==> config.mk <==
export PLATFORM = sky130hd
export DESIGN_NAME = dmem_bus_demux
export DESIGN_NICKNAME = d
export VERILOG_FILES = /design/src/rtl/dmem_bus_demux.sv
export SDC_FILE = /design/constraint.sdc
export NUM_CORES = 1
export LEC_CHECK = 0
export CAP_MARGIN = 20
export CORE_AREA = 8 8 181 183
export CTS_BUF_LIST = sky130_fd_sc_hd__clkbuf_8 sky130_fd_sc_hd__clkbuf_16
export CTS_CLUSTER_DIAMETER = 40
export DETAILED_ROUTE_END_ITERATION = 12
export DIE_AREA = 0 0 189 191
export GPL_TIMING_DRIVEN = 0
export SLEW_MARGIN = 20
export SYNTH_ARGS = -nofsm -noshare
export SYNTH_HDL_FRONTEND = slang
export SYNTH_SLANG_ARGS = --single-unit
==> constraint.sdc <==
create_clock -name clk -period 10.33 [get_ports clk]
set_input_delay 2.066 -clock clk [delete_from_list [all_inputs] [get_ports clk]]
set_output_delay 2.066 -clock clk [all_outputs]
set_load 0.05 [all_outputs]
==> src/rtl/dmem_bus_demux.sv <==
// ----------------------------------------------------------------------------
// dmem_bus_demux
//
// Splits the core's single data-memory request channel into two target
// channels: target 0 (data RAM) and target 1 (MMIO / peripheral region).
// The target is picked once, at acceptance, by address decode
// ((addr & SEL_MASK) == SEL_MATCH selects target 1). One transaction is in
// flight at a time. The request payload is registered and broadcast to both
// targets, and the selected target's response is registered back to the
// initiator as a one-cycle pulse.
//
// Transaction flow: IDLE -> REQ -> RSP -> DONE -> IDLE.
// This gives at most one transaction every 4 cycles.
//
// Optional build macro: DMEM_DEMUX_TIMEOUT_EN
//   When defined, the block adds the rsp_err output and an abort counter.
//   If a transaction spends TIMEOUT_CYCLES cycles in REQ/RSP, it is aborted
//   with rsp_rdata = 0 and rsp_err = 1.
//
// Ports:
//   clk            rising-edge clock
//   reset          asynchronous active-high reset
//   req_valid/ready/addr/we/wdata/wstrb   initiator request channel
//   rsp_valid      one-cycle response pulse (no backpressure)
//   rsp_rdata      response read data (0 for writes), held until next response
//   tgt_valid[1:0] per-target request valid (one-hot or zero)
//   tgt_ready[1:0] per-target request ready
//   tgt_addr/we/wdata/wstrb  registered payload broadcast to both targets
//   tgt_rsp_valid[1:0]       per-target response valid
//   tgt_rsp_rdata  target 0 data in [WIDTH-1:0], target 1 in [2*WIDTH-1:WIDTH]
//   rsp_err        (DMEM_DEMUX_TIMEOUT_EN only) response was a timeout abort
// ----------------------------------------------------------------------------
module dmem_bus_demux #(
    parameter int                WIDTH          = 64,
    parameter int                ADDR_WIDTH     = 64,
    parameter logic [ADDR_WIDTH-1:0] SEL_MASK   = 64'hFFFF_FFFF_F000_0000,
    parameter logic [ADDR_WIDTH-1:0] SEL_MATCH  = 64'h0000_0000_1000_0000,
    parameter int                TIMEOUT_CYCLES = 255
) (
    input  logic                  clk,
    input  logic                  reset,
    input  logic                  req_valid,
    output logic                  req_ready,
    input  logic [ADDR_WIDTH-1:0] req_addr,
    input  logic                  req_we,
    input  logic [WIDTH-1:0]      req_wdata,
    input  logic [WIDTH/8-1:0]    req_wstrb,
    output logic                  rsp_valid,
    output logic [WIDTH-1:0]      rsp_rdata,
    output logic [1:0]            tgt_valid,
    input  logic [1:0]            tgt_ready,
    output logic [ADDR_WIDTH-1:0] tgt_addr,
    output logic                  tgt_we,
    output logic [WIDTH-1:0]      tgt_wdata,
    output logic [WIDTH/8-1:0]    tgt_wstrb,
    input  logic [1:0]            tgt_rsp_valid,
    input  logic [2*WIDTH-1:0]    tgt_rsp_rdata
`ifdef DMEM_DEMUX_TIMEOUT_EN
    ,
    output logic                  rsp_err
`endif
);

    typedef enum logic [1:0] {
        IDLE = 2'd0,
        REQ  = 2'd1,
        RSP  = 2'd2,
        DONE = 2'd3
    } state_t;

    // Address decode: 1 selects the MMIO target.
    function automatic logic decode(input logic [ADDR_WIDTH-1:0] addr);
        return ((addr & SEL_MASK) == SEL_MATCH);
    endfunction

    state_t                  state_r;
    state_t                  next_s;

    logic                    req_ready_r;
    logic                    rsp_valid_r;
    logic [WIDTH-1:0]        rsp_rdata_r;
    logic [1:0]              tgt_valid_r;
    logic [ADDR_WIDTH-1:0]   addr_r;
    logic                    we_r;
    logic [WIDTH-1:0]        wdata_r;
    logic [WIDTH/8-1:0]      wstrb_r;
    logic                    sel_r;

    logic                    ready_n_s;
    logic                    rvalid_n_s;
    logic [WIDTH-1:0]        rdata_n_s;
    logic [1:0]              tvalid_n_s;
    logic                    capture_s;
    logic [1:0]              sel_onehot_s;
    logic                    sel_rsp_s;
    logic                    abort_s;

    assign sel_onehot_s = sel_r ? 2'b10 : 2'b01;
    assign sel_rsp_s    = tgt_rsp_valid[sel_r];

`ifdef DMEM_DEMUX_TIMEOUT_EN
    localparam int CNT_W = ($clog2(TIMEOUT_CYCLES + 1) > 8) ? $clog2(TIMEOUT_CYCLES + 1) : 8;

    logic [CNT_W-1:0] cnt_r;
    logic [CNT_W-1:0] cnt_inc_s;
    logic             rsp_err_r;

    assign cnt_inc_s = cnt_r + {{(CNT_W-1){1'b0}}, 1'b1};
    // Abort on the cycle whose increment would reach the threshold, so the
    // transaction spends exactly TIMEOUT_CYCLES cycles in REQ/RSP.
    assign abort_s   = ((state_r == REQ) || (state_r == RSP)) &&
                       (cnt_inc_s == CNT_W'(TIMEOUT_CYCLES));

    // Timeout counter: cleared on acceptance, counts while waiting on a target.
    always_ff @(posedge clk or posedge reset) begin
        if (reset) begin
            cnt_r <= '0;
        end else if (capture_s) begin
            cnt_r <= '0;
        end else if ((state_r == REQ) || (state_r == RSP)) begin
            cnt_r <= cnt_inc_s;
        end
    end

    // Error flag: set on abort, cleared by a normal response.
    always_ff @(posedge clk or posedge reset) begin
        if (reset) begin
            rsp_err_r <= 1'b0;
        end else if (abort_s) begin
            rsp_err_r <= 1'b1;
        end else if ((state_r == RSP) && sel_rsp_s) begin
            rsp_err_r <= 1'b0;
        end
    end

    assign rsp_err = rsp_err_r;
`else
    logic unused_timeout_s;

    assign abort_s          = 1'b0;
    // Keeps the threshold parameter referenced when the timeout is compiled out.
    assign unused_timeout_s = (TIMEOUT_CYCLES != 32'sd0);
`endif

    // Next-state and next-output decode for the transaction FSM.
    always_comb begin
        next_s     = state_r;
        ready_n_s  = 1'b0;
        rvalid_n_s = 1'b0;
        rdata_n_s  = rsp_rdata_r;
        tvalid_n_s = 2'b00;
        capture_s  = 1'b0;
        case (state_r)
            IDLE: begin
                if (req_valid && req_ready_r) begin
                    next_s     = REQ;
                    capture_s  = 1'b1;
                    tvalid_n_s = decode(req_addr) ? 2'b10 : 2'b01;
                end else begin
                    ready_n_s  = 1'b1;
                end
            end
            REQ: begin
                if (abort_s) begin
                    next_s     = DONE;
                    rvalid_n_s = 1'b1;
                    rdata_n_s  = '0;
                end else if (tgt_ready[sel_r]) begin
                    // Handshake done; a response in this same cycle is ignored.
                    next_s     = RSP;
                end else begin
                    tvalid_n_s = sel_onehot_s;
                end
            end
            RSP: begin
                if (abort_s) begin
                    next_s     = DONE;
                    rvalid_n_s = 1'b1;
                    rdata_n_s  = '0;
                end else if (sel_rsp_s) begin
                    next_s     = DONE;
                    rvalid_n_s = 1'b1;
                    if (we_r) begin
                        rdata_n_s = '0;
                    end else if (sel_r) begin
                        rdata_n_s = tgt_rsp_rdata[2*WIDTH-1:WIDTH];
                    end else begin
                        rdata_n_s = tgt_rsp_rdata[WIDTH-1:0];
                    end
                end else begin
                    next_s     = RSP;
                end
            end
            DONE: begin
                next_s    = IDLE;
                ready_n_s = 1'b1;
            end
            default: begin
                next_s    = IDLE;
                ready_n_s = 1'b0;
            end
        endcase
    end

    // State and registered outputs.
    always_ff @(posedge clk or posedge reset) begin
        if (reset) begin
            state_r     <= IDLE;
            req_ready_r <= 1'b0;
            rsp_valid_r <= 1'b0;
            rsp_rdata_r <= '0;
            tgt_valid_r <= 2'b00;
        end else begin
            state_r     <= next_s;
            req_ready_r <= ready_n_s;
            rsp_valid_r <= rvalid_n_s;
            rsp_rdata_r <= rdata_n_s;
            tgt_valid_r <= tvalid_n_s;
        end
    end

    // Request payload holding registers, loaded only at acceptance.
    always_ff @(posedge clk or posedge reset) begin
        if (reset) begin
            addr_r  <= '0;
            we_r    <= 1'b0;
            wdata_r <= '0;
            wstrb_r <= '0;
            sel_r   <= 1'b0;
        end else if (capture_s) begin
            addr_r  <= req_addr;
            we_r    <= req_we;
            wdata_r <= req_wdata;
            wstrb_r <= req_wstrb;
            sel_r   <= decode(req_addr);
        end
    end

    assign req_ready = req_ready_r;
    assign rsp_valid = rsp_valid_r;
    assign rsp_rdata = rsp_rdata_r;
    assign tgt_valid = tgt_valid_r;
    assign tgt_addr  = addr_r;
    assign tgt_we    = we_r;
    assign tgt_wdata = wdata_r;
    assign tgt_wstrb = wstrb_r;

endmodule

==> results of run 1 <==
[report_power, final]
group,total [mW],leakage (nW),internal [mW],switching (mW)
logic,2.79,3.09,0.982,1.81
clock network,1.29,0.653,0.846,0.439
registers,1.37,2.60,1.18,0.189
total,5.45,6.34,3.01,2.44
[tightest hold or removal path: stages (launching register included)]
cell and delay [ns]:
dfrtp_1 0.34, nand2_1 0.05, o31ai_1 0.05
[metal layers]
metal	part of all wire	up-vias	GRT usage
li1	-	3287	-
met5	0	-	0
met1	0.38	3426	0.1868
met2	0.50	308	0.3131
met4	0.021	0	0.04690
met3	0.11	43	0.08227
[kinds of logic after synthesis]
kind of cell | share of synthesized area
adder cells (fa/ha/maj) | 0.005794
AND/OR/NAND/NOR | 0.04606
multiplexers | 0.2556
AO/OA/AOI/OAI | 0.06040
buffers and inverters | 0.02955
flip-flops | 0.6025
[final timing paths]
path | cells past startpoint | slack, ns | end
worst max-delay path | 1 | 6.48 | rsp_rdata[59]
worst min-delay path | 2 | 0.47 | rsp_rdata[0]
worst max register to register | 6 | 8.21 | tgt_addr[62]
worst min register to register | 2 | 0.47 | rsp_rdata[0]
max in group asynchronous | 4 | 7.24 | rsp_rdata[42]
min in group asynchronous | 2 | 1.96 | tgt_wdata[25]
[placed cells by master, fill, tap and decap left out, types with 5 or more instances in the layout]
master / instances
clkdlybuf4s50_1: 476
dfrtp_1: 208
mux2_2: 137
nand2_1: 72
mux2i_1: 65
o31ai_1: 64
clkbuf_16: 38
buf_2: 27
buf_4: 9
clkbuf_1: 7
clkinv_2: 6
bufinv_16: 6
inv_1: 5
nor4_1: 5
[sequential cells by signal, summed over array words and instances (netlist names)]
name	cells
tgt_valid	2
tgt_addr	64
rsp_valid	1
sel_r	1
req_ready	1
tgt_we	1
rsp_rdata	64
tgt_wstrb	8
tgt_wdata	64
state_r	2
[area by class of cell]
cell class | instances | area, sq um | share of cell area
Sequential cell | 208 | 5205 | 0.3401
Timing Repair Buffer | 478 | 4820 | 0.3150
Multi-Input combinational cell | 367 | 3178 | 0.2077
Clock buffer | 40 | 978.4 | 0.06394
Tap cell | 396 | 495.5 | 0.03238
Clock inverter | 27 | 362.8 | 0.02371
Buffer | 44 | 240.2 | 0.01570
Inverter | 4 | 22.52 | 0.001472
==> summary.md, run 1 <==
| Metric | Value |
|---|---|
| Maximum vdd ir drop | `0.2413 mV` |
| Post-CTS Hold Fix Bufs | `0` |
| Die Area | `36100 sq um` |
| Core area | `30030 sq um` |
| Layout cells sized above 1 | `0.2132` |
| Residual DRC count | `0` |
| Ys async rst share | `1.000` |
| Post-Synthesis Cells | `623` |
| Setup Crit Path Kind | `reg2out` |
| Area contributors post-synth | `dfrtp_1, mux2_2, mux2i_1` |
| Slew headroom | `0.5629` |
| Chip height | `191 microns` |
| Mapped Nets | `899` |
| Skew final | `0.01765 ns` |
| Vias in the first global route | `7825` |
| Library cells used by synthesis | `24` |
| GR Util All Layers | `0.1765` |
| Element type at the critical path end | `output pin` |
| Placer Congestion | `0.7747` |
| Antenna Cells | `0` |
| Hold_sp | `rsp_rdata[0]` |
| Post-synthesis sequential area ratio | `0.6025` |
| Fin crit period | `3.852 ns` |
| Maximum fanout along the worst path | `2` |
| Via count | `7064` |
| Post-layout instance area | `15300 sq um` |
| Total gr overflow | `0` |
| Total power | `5.449 mW` |
| H-tree depth | `2` |
| Setup TNS Final | `0 ns` |
| Final WL | `33.06 mm` |
| Critical path arrival | `1.79 ns` |
| Synth top cells by count | `dfrtp_1, mux2_2, nand2_1` |
| Final period util | `0.3729` |
| Worst skew pair latency | `0.51 ns` |
| Final Hold Fails | `0` |
| CP Launch Type | `flip-flop` |
| Final setup fails | `0` |
| Longest Clk Path Bufs | `3` |
| Min-Delay Path Class | `reg2reg` |
| Worst slack, placed | `6.364 ns` |
| Setup Buffers After CTS | `0` |
| Area Growth Syn to Fin | `77.14%` |
| Finished Core Util | `0.5096` |
| Cell accounting for the most synthesized area | `dfrtp_1` |
| PD cells | `356.1 nW/um^2` |
| RSZ-0062 raised after global routing | `no` |
| Io pins | `477` |
| WHS | `0.4710 ns` |
| Largest net degree at the start of global routing | `81` |
| Worst Path Buf+Inv | `1` |
| Netlist Area Pre-Place | `8638 sq um` |
| Yosys top cell area share | `0.6025` |
| CTS Buf Count | `38` |
| Slowest cell on crit path | `clkdlybuf4s50_1` |
| Initial drt markers | `268` |
| Most common cell in the synthesized netlist | `dfrtp_1` |
| Tightest Pin Transition | `0.6536 ns` |
| Placed insts | `1497` |
| CTS root buf | `clkbuf_16` |
| Avg Synthesized Cell Area | `13.87 sq um` |
| Outcome | `completed` |
| Crit path cell chain | `clkdlybuf4s50_1` |
| Worst-path clk slew | `0.05 ns` |
| Setup ws final | `6.478 ns` |
| Critical Path RT | `8.26 ns` |
| Worst setup path startpoint | `rsp_rdata[59]` |
| Placed cell area | `13960 sq um` |
| Max Fclk | `0.2596 GHz` |
| TritonRoute pass-1 iters | `4` |
| I/O Buffers | `476` |
| Num Clock Sinks | `208` |
| Fin. max-slew vios | `0` |
| Ys flop type | `dfrtp_1` |
| Vias/cell | `4.517` |
| Non-Filler Instances | `1564` |
| Worst path max stage delay | `0.85 ns` |
| Die span in x | `189 microns` |
| Initial antenna violation count | `0` |
| P_leak | `6.343 nW` |
| Starting Density | `0.2877` |
| Wire length per cell | `21.13 microns` |
| Site Rows | `64` |
| Nets@finish | `1417` |
| RR Startpoint | `state_r[0]` |
| PostCTS Resize Cnt | `0` |
| CTS tree | `built` |
| Synth warn | `0` |
| Max cap viols | `0` |
| First-pass GRT wire length | `49.07 mm` |
| Fillers | `2697` |
| Number of synthesized register bits | `208` |
| Top delay family on crit path | `buffers and inverters` |
| Post-DP HPWL | `26.33 mm` |
| Number of enable flip-flop cells after synthesis | `0` |
| Routed Antenna Nets | `0` |
No activity file was read; power rests on OpenSTA's default activity.
==> run 2, diff against run 1 <==
Settings changed: PLACE_DENSITY from default to 0.66.
Clock period 10.33 ns to 3.12 ns, I/O delays scaled along.
==> run 2 against run 1 <==
Against the previous run: hold slack got worse by 0.072 ns; worst setup slack got worse by 5.7 ns; clock-buffer cell count rose by 3; via count up 1.0%.
==> summary.md, run 2 (synthesis gave the netlist of run 1 again) <==
| Metric | Value |
|---|---|
| Placed insts | `1502 (+0.33%)` |
| Site Rows | `64 (unchanged)` |
| CTS tree | `built` |
| Maximum fanout along the worst path | `2 (unchanged)` |
| Starting Density | `0.2877 (unchanged)` |
| Layout cells sized above 1 | `0.2179 (+0.004687)` |
| WHS | `0.3992 ns (-0.07178 ns)` |
| Slowest cell on crit path | `clkdlybuf4s50_1` |
| Post-CTS Hold Fix Bufs | `0 (unchanged)` |
| CTS Buf Count | `38 (unchanged)` |
| Setup TNS Final | `0 ns (unchanged)` |
| Worst path max stage delay | `0.85 ns (about the same)` |
| Placer Congestion | `0.8028 (+3.6%)` |
| Slew headroom | `0.5830 (+0.02010)` |
| Final Hold Fails | `0 (unchanged)` |
| Initial drt markers | `271 (+1.1%)` |
| Chip height | `191 microns (unchanged)` |
| Residual DRC count | `0 (unchanged)` |
| Skew final | `0.02166 ns (+0.004004 ns)` |
| Core area | `30030 sq um (unchanged)` |
| Tightest Pin Transition | `0.6235 ns (-0.03006 ns)` |
| Most frequent cells in the layout | `clkdlybuf4s50_1, dfrtp_1, mux2_2, nand2_1, mux2i_1` |
| Setup Buffers After CTS | `0 (unchanged)` |
| Most common cell after layout, fill and taps aside | `clkdlybuf4s50_1` |
| Outcome | `completed` |
| Total gr overflow | `0 (unchanged)` |
| Critical path arrival | `1.76 ns (-0.03 ns)` |
| Maximum vdd ir drop | `0.7891 mV (+230%)` |
| Fin. max-slew vios | `0 (unchanged)` |
| Post-DP HPWL | `26.18 mm (-0.60%)` |
| PD cells | `1165 nW/um^2 (+230%)` |
| Worst R2R Path Depth | `6 (unchanged)` |
| Worst skew pair latency | `0.50 ns (about the same)` |
| Critical Path RT | `2.50 ns (-5.76 ns)` |
| Wire length per cell | `20.74 microns (-1.9%)` |
| Largest net degree at the start of global routing | `34 (-58%)` |
| FF-to-FF setup slack | `1.06 ns (-7.15 ns)` |
| Max Fclk | `0.4191 GHz` |
| Io pins | `477 (unchanged)` |
| Vias/cell | `4.543 (+0.58%)` |
| P_leak | `6.346 nW (about the same)` |
| Routed Antenna Nets | `0 (unchanged)` |
| Die Area | `36100 sq um (unchanged)` |
| Fin crit period | `2.386 ns` |
| Non-Filler Instances | `1571 (+0.45%)` |
| Worst flop-to-flop path endpoint | `tgt_addr[60]` |
| Min-Delay Path Class | `in2async` |
| Top delay family on crit path | `buffers and inverters` |
| Via count | `7137 (+1.0%)` |
| Element type at the critical path end | `output pin` |
| Final WL | `32.58 mm (-1.4%)` |
| CTS root buf | `clkbuf_16` |
| Nets@finish | `1422 (+0.35%)` |
| PostCTS Resize Cnt | `0 (unchanged)` |
| Initial antenna violation count | `0 (unchanged)` |
| GR Util All Layers | `0.1744 (-0.002192)` |
| Antenna Cells | `0 (unchanged)` |
| Worst-path clk slew | `0.06 ns (about the same)` |
| Final setup fails | `0 (unchanged)` |
| Die span in x | `189 microns (unchanged)` |
| Crit path cell chain | `clkdlybuf4s50_1` |
| RSZ-0062 raised after global routing | `no` |
| First-pass GRT wire length | `48.74 mm (-0.67%)` |
| TritonRoute pass-1 iters | `4 (unchanged)` |
| Vias in the first global route | `7916 (+1.2%)` |
| Max cap viols | `0 (unchanged)` |
| Final period util | `0.7647` |
| Area Growth Syn to Fin | `77.17% (about the same)` |
| Worst Path Buf+Inv | `1 (unchanged)` |
| Setup Crit Path Kind | `reg2out` |
| H-tree depth | `2 (unchanged)` |
| I/O Buffers | `476 (unchanged)` |
| CP Launch Type | `flip-flop` |
| RR Startpoint | `state_r[0]` |
| Num Clock Sinks | `208 (unchanged)` |
| Longest Clk Path Bufs | `3 (unchanged)` |
-- run 2: layer usage --
metal / wire, microns / GRT usage
met4: 888 / 0.05773
met5: 0 / 0
met1: 12030 / 0.1841
met3: 3353 / 0.07680
met2: 16320 / 0.3077
-- run 2: where the power goes --
| group | internal [mW] | leakage (nW) | switching (mW) |
|---|---|---|---|
| Clock | 2.57 | 0.621 | 1.46 |
| Sequential | 3.92 | 2.60 | 0.636 |
| Combinational | 3.26 | 3.13 | 5.99 |
-- run 2: worst reg2reg max path, cell delays in order (launching register included) --
cell	delay [ns]
dfrtp_1	0.39
inv_1	0.08
ha_1	0.25
nand3_1	0.20
buf_2	0.30
buf_2	0.35
mux2_2	0.39
-- run 2: how the worst max path moves through the flow --
stage,from,endpoint,cells after the start
6_report,tgt_addr[52],tgt_addr[52],1
5_1_grt,tgt_addr[63],tgt_addr[63],1
4_1_cts,tgt_addr[63],tgt_addr[63],1
3_5_place_dp,req_valid,tgt_addr[60],5
3_3_place_gp,reset,tgt_wdata[49],2
2_1_floorplan,reset,req_ready,1
-- run 2: cell type report --
type | instances | area, sq um
multi-input cells | 367 | 3178
clock buffers | 43 | 1031
plain buffers | 44 | 240.2
flip-flops and latches | 208 | 5205
repair buffers | 483 | 4905
fillers | 2678 | 14720
clock inverters | 26 | 231.5
well taps | 396 | 495.5
inverters | 4 | 18.77
-- run 2: metrics by stage --
step / total power, mW / area (sq um) / setup slack (ns) / util
after floorplan: 10.32 / 8642 / -0.2042 / -
final: 17.83 / 15300 / 0.7341 / 0.5097
after detailed placement: 13.90 / 14040 / 0.5783 / 0.4676
after global placement: 13.79 / 13900 / -2.049 / 0.4630
after CTS: 18.04 / 15300 / 0.6846 / 0.5097
after global routing: 18.60 / 15300 / 0.6899 / 0.5097
==> run 3, diff against run 2 <==
Clock period 3.12 ns to 2.1 ns, I/O delays scaled along.
==> run 3 against run 2 <==
Against the previous run: register-to-register slack worse by 0.93 ns; die area stayed put; utilization shrank 0.28 points; sequential share of layout area grew 0.18 points; largest cell class unchanged.
==> summary.md, run 3 (synthesis gave the netlist of run 1 again) <==
| Metric | Value |
|---|---|
| Total power | `25.40 mW (+42%)` |
| GR Util All Layers | `0.1741 (-0.0002348)` |
| Top delay family on crit path | `buffers and inverters` |
| Initial antenna violation count | `0 (unchanged)` |
| Vias in the first global route | `7894 (-0.28%)` |
| Crit path cell chain | `clkdlybuf4s50_1` |
| Finished Core Util | `0.5069 (-0.002750)` |
| Maximum fanout along the worst path | `2 (unchanged)` |
| Most frequent cells in the layout | `clkdlybuf4s50_1, dfrtp_1, dlygate4sd2_1, mux2_2, nand2_1` |
| Wire length per cell | `20.75 microns (about the same)` |
| Vias/cell | `4.549 (+0.13%)` |
| Outcome | `completed` |
| Worst skew pair latency | `0.51 ns (about the same)` |
| Io pins | `477 (unchanged)` |
| Die span in x | `189 microns (unchanged)` |
| Post-DP HPWL | `26.18 mm (unchanged)` |
| Gate power share | `0.501 (-0.018)` |
| Longest Clk Path Bufs | `3 (unchanged)` |
| Routed Antenna Nets | `0 (unchanged)` |
| Slowest cell on crit path | `clkdlybuf4s50_1` |
| Element type at the critical path end | `output pin` |
| Fin crit period | `2.058 ns` |
| Setup Buffers After CTS | `0 (unchanged)` |
| Final period util | `0.9799` |
| Max cap viols | `0 (unchanged)` |
| Final Hold Fails | `0 (unchanged)` |
| Maximum vdd ir drop | `1.155 mV (+46%)` |
| H-tree depth | `2 (unchanged)` |
| First-pass GRT wire length | `48.67 mm (-0.16%)` |
| Critical path arrival | `1.64 ns (-0.12 ns)` |
| Total gr overflow | `0 (unchanged)` |
| CTS Buf Count | `38 (unchanged)` |
| TritonRoute pass-1 iters | `6 (+2)` |
| Final WL | `32.57 mm (about the same)` |
| Placed cell area | `14040 sq um (unchanged)` |
| CTS root buf | `clkbuf_16` |
| RSZ-0062 raised after global routing | `no` |
| Core area | `30030 sq um (unchanged)` |
| Slew headroom | `0.5904 (+0.007443)` |
| Layout cells sized above 1 | `0.2172 (-0.0006662)` |
| Placer Congestion | `0.8028 (unchanged)` |
| Largest net degree at the start of global routing | `34 (unchanged)` |
| Via count | `7142 (+0.070%)` |
| Worst path max stage delay | `0.81 ns (-0.04 ns)` |
| Switching power | `11.93 mW (+48%)` |
| P_leak | `7.266 nW (+14%)` |
| Residual DRC count | `0 (unchanged)` |
| Area Growth Syn to Fin | `76.22%` |
| Setup TNS Final | `0 ns (unchanged)` |
| Worst Path Buf+Inv | `1 (unchanged)` |
| Starting Density | `0.2877 (unchanged)` |
| Max Fclk | `0.4859 GHz` |
| Post-layout instance area | `15220 sq um (-0.54%)` |
| Chip height | `191 microns (unchanged)` |
| Setup Crit Path Kind | `reg2out` |
| Min-Delay Path Class | `in2async` |
| PD cells | `1669 nW/um^2 (+43%)` |
| Num Clock Sinks | `208 (unchanged)` |
| Non-Filler Instances | `1570 (-0.064%)` |
| Antenna Cells | `0 (unchanged)` |
| CP Launch Type | `flip-flop` |
| Most common cell after layout, fill and taps aside | `clkdlybuf4s50_1` |
| Fin. max-slew vios | `0 (unchanged)` |
| Clk network pwr share | `0.236 (+0.010)` |
| Critical Path RT | `1.68 ns (-0.82 ns)` |
| Tightest Pin Transition | `0.6168 ns (-0.006761 ns)` |
| Pint | `13.47 mW (+38%)` |
| Final setup fails | `0 (unchanged)` |
| I/O Buffers | `476 (unchanged)` |
| Die Area | `36100 sq um (unchanged)` |
| Nets@finish | `1421 (-0.070%)` |
| Skew final | `0.02477 ns (+0.003113 ns)` |
| Worst-path clk slew | `0.06 ns (about the same)` |
| Site Rows | `64 (unchanged)` |
| CTS tree | `built` |
| Initial drt markers | `276 (+1.8%)` |
| Net switching fraction of the power | `0.4698 (+0.01660)` |
| Placed insts | `1502 (unchanged)` |
| Seq pwr share | `0.263 (+0.008)` |
==> run 3: repair_timing <==
action,CTS,global route
hold buffers,0,0
setup endpoints to repair,179,138
resized for setup,163,49
==> run 3: per-layer routing <==
layer | routed length (microns) | vias to the layer above | track usage
li1 | - | 3298 | -
met1 | 12020 | 3468 | 0.1840
met2 | 16400 | 326 | 0.3080
met3 | 3310 | 50 | 0.07625
met4 | 843 | 0 | 0.05652
met5 | 0 | - | 0
==> run 3: metrics by stage <==
stage / hold slack (ns) / worst slack [ns]
after global placement: 0.4591 / -2.865
after floorplan: 0.5001 / -1.020
final: 0.1977 / 0.04213
after CTS: 0.1807 / -0.01638
after detailed placement: 0.4657 / -0.2377
after global routing: 0.1868 / 0.0007381
==> run 3: layout make-up <==
type | count | area (sq um)
well taps | 396 | 495.5
plain buffers | 43 | 262.8
fillers | 2712 | 14810
clock inverters | 26 | 231.5
inverters | 4 | 18.77
repair buffers | 483 | 4800
multi-input cells | 367 | 3178
flip-flops and latches | 208 | 5205
clock buffers | 43 | 1031
==> run 3: worst paths after layout <==
check                               from            end  slack [ns]  depth (start not counted)
max                        rsp_rdata[21]  rsp_rdata[21]        0.04                          1
min                                reset  tgt_wdata[34]        0.20                          2
max reg2reg                   state_r[0]   tgt_wdata[8]        0.13                          6
min reg2reg                rsp_rdata[13]  rsp_rdata[13]        0.47                          2
max in group asynchronous          reset     state_r[0]        0.97                          5
min in group clk           rsp_rdata[13]  rsp_rdata[13]        0.47                          2
==> run 3: power groups by stage <==
stage | logic (mW) | clock network [mW] | registers [mW]
detailed placement | 13.8 | 0 | 6.81
global placement | 13.8 | 0 | 6.74
finish | 12.7 | 5.98 | 6.68
floorplan | 2.39 | 0 | 12.9
CTS | 12.9 | 6.13 | 6.72
global route | 13.3 | 6.32 | 6.93
